--- config.mk ---
export PLATFORM = sky130hd
export DESIGN_NAME = reg_file
export DESIGN_NICKNAME = d
export VERILOG_FILES = /design/src/rtl/cpu_pkg.sv /design/src/rtl/reg_wr_dec.sv /design/src/rtl/reg_file.sv
export SDC_FILE = /design/constraint.sdc
export NUM_CORES = 2
export LEC_CHECK = 0
export ABC_AREA = 1
export BUFFER_PORTS_ARGS = -buffer_cell sky130_fd_sc_hd__buf_4
export CAP_MARGIN = 40
export CELL_PAD_IN_SITES_DETAIL_PLACEMENT = 0
export CELL_PAD_IN_SITES_GLOBAL_PLACEMENT = 2
export CORE_ASPECT_RATIO = 0.9
export CORE_MARGIN = 2
export CORE_UTILIZATION = 38
export DETAILED_ROUTE_END_ITERATION = 8
export PLACE_DENSITY = 0.83
export SYNTH_ARGS = -nofsm -noshare
export SYNTH_HDL_FRONTEND = slang
export SYNTH_SLANG_ARGS = --single-unit
--- constraint.sdc ---
create_clock -name clk -period 2.1 [get_ports clk]
set_clock_uncertainty 0.2 [all_clocks]
set_input_delay 0.105 -clock clk [delete_from_list [all_inputs] [get_ports clk]]
set_output_delay 0.105 -clock clk [all_outputs]
set_load 0.01 [all_outputs]
--- src/rtl/cpu_pkg.sv ---
// Shared CPU package: register-file widths, special register indices, types.
package cpu_pkg;

   localparam int REG_ADDR_W = 5;
   localparam int REG_DATA_W = 32;

   localparam logic [REG_ADDR_W-1:0] REG_ZERO = 5'd0;
   localparam logic [REG_ADDR_W-1:0] REG_SP   = 5'd29;

   typedef logic [REG_ADDR_W-1:0] reg_addr_t;
   typedef logic [REG_DATA_W-1:0] reg_data_t;

endpackage

--- src/rtl/reg_wr_dec.sv ---
// One-hot write-row decoder for the register file.
// Row 0 never selects: $0 has no storage.
module reg_wr_dec
   import cpu_pkg::*;
#(
   parameter int ADDR_W = REG_ADDR_W
) (
   input  logic [ADDR_W-1:0]      wa,
   input  logic                   we,
   output logic [2**ADDR_W-1:0]   wr_sel
);

   always_comb begin
      wr_sel = '0;
      for (int i = 1; i < 2**ADDR_W; i++) begin
         wr_sel[i] = we && (wa == ADDR_W'(i));
      end
   end

endmodule

--- src/rtl/reg_file.sv ---
// 32x32 register file: two read ports, one debug port, one write port.
// Optional write-through forwarding under macro REGFILE_WR_BYPASS_EN.
module reg_file
   import cpu_pkg::*;
#(
   parameter int                DATA_W  = REG_DATA_W,
   parameter int                ADDR_W  = REG_ADDR_W,
   parameter logic [DATA_W-1:0] SP_INIT = 32'h0000_0000
) (
   input  logic              clk,
   input  logic              rst_n,
   input  logic [ADDR_W-1:0] ra1,
   input  logic [ADDR_W-1:0] ra2,
   output logic [DATA_W-1:0] rd1,
   output logic [DATA_W-1:0] rd2,
   input  logic              we,
   input  logic [ADDR_W-1:0] wa,
   input  logic [DATA_W-1:0] wd,
   input  logic [ADDR_W-1:0] dbg_addr,
   output logic [DATA_W-1:0] dbg_data
);

   localparam int NUM_REGS = 2**ADDR_W;

   logic [NUM_REGS-1:0] wr_sel;
   logic [DATA_W-1:0]   mem [NUM_REGS];

   reg_wr_dec #(
      .ADDR_W (ADDR_W)
   ) u_dec (
      .wa     (wa),
      .we     (we),
      .wr_sel (wr_sel)
   );

   assign mem[0] = '0;

   for (genvar i = 1; i < NUM_REGS; i++) begin : g_reg
      localparam logic [DATA_W-1:0] RST_VAL =
         (i == int'(REG_SP)) ? SP_INIT : '0;

      logic [DATA_W-1:0] q;

      always_ff @(posedge clk or negedge rst_n) begin
         if (!rst_n) begin
            q <= RST_VAL;
         end else if (wr_sel[i]) begin
            q <= wd;
         end
      end

      assign mem[i] = q;
   end

   function automatic logic [DATA_W-1:0] rd_port(
      input logic [ADDR_W-1:0] a
   );
      logic [DATA_W-1:0] v;
      v = (a == '0) ? '0 : mem[a];
`ifdef REGFILE_WR_BYPASS_EN
      // Forward the in-flight write so a same-cycle reader sees it.
      if (rst_n && we && (wa != '0) && (a == wa)) begin
         v = wd;
      end
`endif
      return v;
   endfunction

   always_comb begin
      rd1      = rd_port(ra1);
      rd2      = rd_port(ra2);
      dbg_data = rd_port(dbg_addr);
   end

endmodule
==> flow_summary.yaml <==
detailed_routing:
  vias: 78100
  ant_nets: 0
  drc_errors: 0
  drt-initial-drc-count: 9267
  drt-pass1-iter-count: 9
  routed_wl_um: 352000
  wire_per_inst_um: 25.6
  via_per_inst: 5.68
yosys:
  ys_ff_latch: 992
  syn_nets: 11200
  synthCells: 11100
  avgSynthCellArea_um2: 6.09
  post_synth_num_cell_types: 19
  syn_area_um2: 67900
  yosys_warnings: 0
  ys_seq_area_share_pct: 36.6
power:
  p_int_mw: 45.7
  p_switching_mw: 25.4
  p_per_area_nw_per_um2: 835
  p_sw_share_pct: 35.7
  comb_power_share_pct: 28.1
  p_clk_share_pct: 35.1
  seq_power_share_pct: 36.8
  p_leak_nw: 42.7
  max-vdd-ir-drop_v: 0.000854
floorplanning:
  io_pins: 151
  die_h_um: 405
  core_um2: 178000
  initial_utilization_pct: 38.2
  die_area_um2: 182000
  chipWidth_um: 449
  fp-row-count: 147
placed_design:
  postPlaceCellArea_um2: 75700
  portBuffers: 150
  hpwl_um: 211000
  place_congestion: 0.909
final_layout:
  drive_above_1_share_pct: 17.6
  seqCellArea_um2: 24800
  synthToLayoutAreaGrowth_pct: 25.6
  largest_reg_flops: 992
  multi_input_area_um2: 38400
  n_fill_cell: 18500
  fin_util_pct: 47.9
  mostFrequentLayoutCells: "4535 x nand2_1, 1626 x nand3_1, 982 x dfrtp_1, 688 x o21ai_0, 642 x inv_1"
  fin_area_um2: 85200
  reg_top3: "g.q (992)"
  top_register: "g.q"
  finalNetCount: 11300
  final_common_cell: "nand2_1"
sta:
  setup_ws_ns: -0.330
  maxSlewViolCount: 0
  worst_slew_pin_slew_ns: 0.770
  hold_violations: 0
  max-slew-margin-rel_pct: 48.5
  post-route-period-util_pct: 116
  period_minus_slack_ns: 2.43
  rsz0062_at_grt: "true"
  finalSetupViolations: 96
  max_freq_ghz: 0.411
critical_path:
  critical_path.endpoint_type: "output pin"
  critPathBufInv: 3
  cp_slowest_cell: "dfrtp_1"
  cp_cell_sequence: "inv_2, o21ai_2, nand2_1, nand3_1, nand3_1, nand2_1, nand2_1, nand2_2, buf_12, buf_6"
  path_common_cell: "nand2_1"
  crit_fanout: 2
  critPathTopFamily: "simple AND/OR/NAND/NOR gates"
  r2r_setup_slack_ns: 1.00
  crit_path_max_incr_delay_ns: 0.37
  path_class: "register to output pin"
  required_ns: 1.79
  worstPathArrival_ns: 2.13
  critPathLaunchType: "register"
outcome:
  status: "finished, violations left"
  violations: "setup timing"
clock_network:
  root_buffer: "clkbuf_16"
  clockBufferDepth: 3
  path_clk_slew_ns: 0.06
  clkSinkCount: 992
  htreeDepth: 4
  clock_latency_ns: 0.80
  numCtsBuffers: 130
  cts_tree: "yes"
global_route:
  grt.total_usage_pct: 37.9
  antenna_found_initial: 2
  grt_max_degree: 109
  grt_pass1_vias: 73200
  overflow: 0
  grt_pass1_wl_um: 512000
flow_run:
  cap_violations: 0
min_path:
  hold_path.class: "primary input to asynchronous set/reset pin"
==> layout make-up <==
cell class                      instances  area share (%)
Clock inverter                         48           0.812
Clock buffer                          184            4.68
Sequential cell                       992            29.1
Timing Repair Buffer                  902            12.8
Tap cell                             2384            3.50
Antenna cell                            2         0.00587
Inverter                              890            4.01
Multi-Input combinational cell       8360            45.1
==> cells by family (layout without fill, tap and decap cells) <==
| logic type | count (synthesis) | count (layout) | synth area share (%) |
|---|---|---|---|
| other | 0 | 2 | 0 |
| flip-flops | 992 | 992 | 36.6 |
| AO/OA/AOI/OAI | 1298 | 1298 | 9.57 |
| buffers and inverters | 1792 | 2024 | 11.1 |
| AND/OR/NAND/NOR | 7062 | 7062 | 42.8 |
==> Yosys cell counts, drive strengths merged <==
| cell type | count | area [um2] |
|---|---|---|
| or2 | 2 | 17.5 |
| dfrtp | 992 | 24800 |
| nor2 | 272 | 1080 |
| nand2 | 4863 | 18300 |
| inv | 890 | 3340 |
| nand3 | 1925 | 9630 |
| buf | 424 | 2380 |
| o21ai | 1014 | 5070 |
| clkbuf | 478 | 1790 |
| a21oi | 284 | 1420 |
==> metal layers <==
| layer | global-route usage [%] | up-vias | wire, um |
|---|---|---|---|
| li1 | - | 35500 | - |
| met3 | 6.91 | 1028 | 33400 |
| met5 | 0 | - | 13 |
| met2 | 59.8 | 4446 | 155000 |
| met1 | 49.9 | 37200 | 143000 |
| met4 | 18.8 | 2 | 20100 |
==> worst paths after layout <==
| check | startpoint | end | cells past startpoint |
|---|---|---|---|
| worst max-delay path | g_reg[28].q[31] | rd1[31] | 10 |
| worst min-delay path | rst_n | g_reg[17].q[6] | 6 |
| worst max register to register | g_reg[3].q[17] | g_reg[3].q[17] | 4 |
| worst min register to register | g_reg[3].q[27] | g_reg[3].q[27] | 2 |
| max in group asynchronous | rst_n | g_reg[24].q[25] | 6 |
| min in group clk | wd[22] | g_reg[21].q[22] | 5 |
==> power by group through the flow <==
| stage | Sequential, mW | Clock [mW] | Combinational [mW] |
|---|---|---|---|
| final | 26.2 | 25.0 | 20.0 |
| after detailed placement | 26.2 | 0 | 17.6 |
| after CTS | 26.0 | 25.3 | 18.7 |
| after floorplan | 25.3 | 0 | 11.5 |
| after global placement | 26.2 | 0 | 17.4 |
| after global routing | 26.6 | 26.1 | 22.3 |
==> what timing repair did <==
action,in CTS,in global routing
buffers inserted,79,98
endpoints found under the hold margin,1984,56
setup endpoints to repair,96,338
hold buffers,50,1
resized for setup,588,475
gates cloned,0,0
pin swaps,414,421
==> through the flow <==
| step | total power [mW] | hold slack, ns | std cells | setup TNS (ns) | setup slack [ns] |
|---|---|---|---|---|---|
| after global routing | 75.0 | 0.0619 | 13800 | -27.97 | -0.434 |
| after floorplan | 36.7 | -0.391 | 11100 | 0 | 0.629 |
| final | 71.2 | 0.0399 | 13800 | -18.39 | -0.330 |
| after detailed placement | 43.8 | 0.0971 | 13300 | 0 | 0.00633 |
| after CTS | 70.0 | 0.00874 | 13700 | -40.36 | -0.350 |
| after global placement | 43.6 | 0.0949 | 13300 | -0.0128 | -0.0128 |
==> worst register-to-register path: cells and delay by family, from the launching register on <==
| kind | cells | cell delay, ns |
|---|---|---|
| flip-flops | 1 | 0.39 |
| buffers and inverters | 2 | 0.26 |
| AO/OA/AOI/OAI | 1 | 0.07 |
| AND/OR/NAND/NOR | 1 | 0.05 |
(Power assumes the default switching activity.)
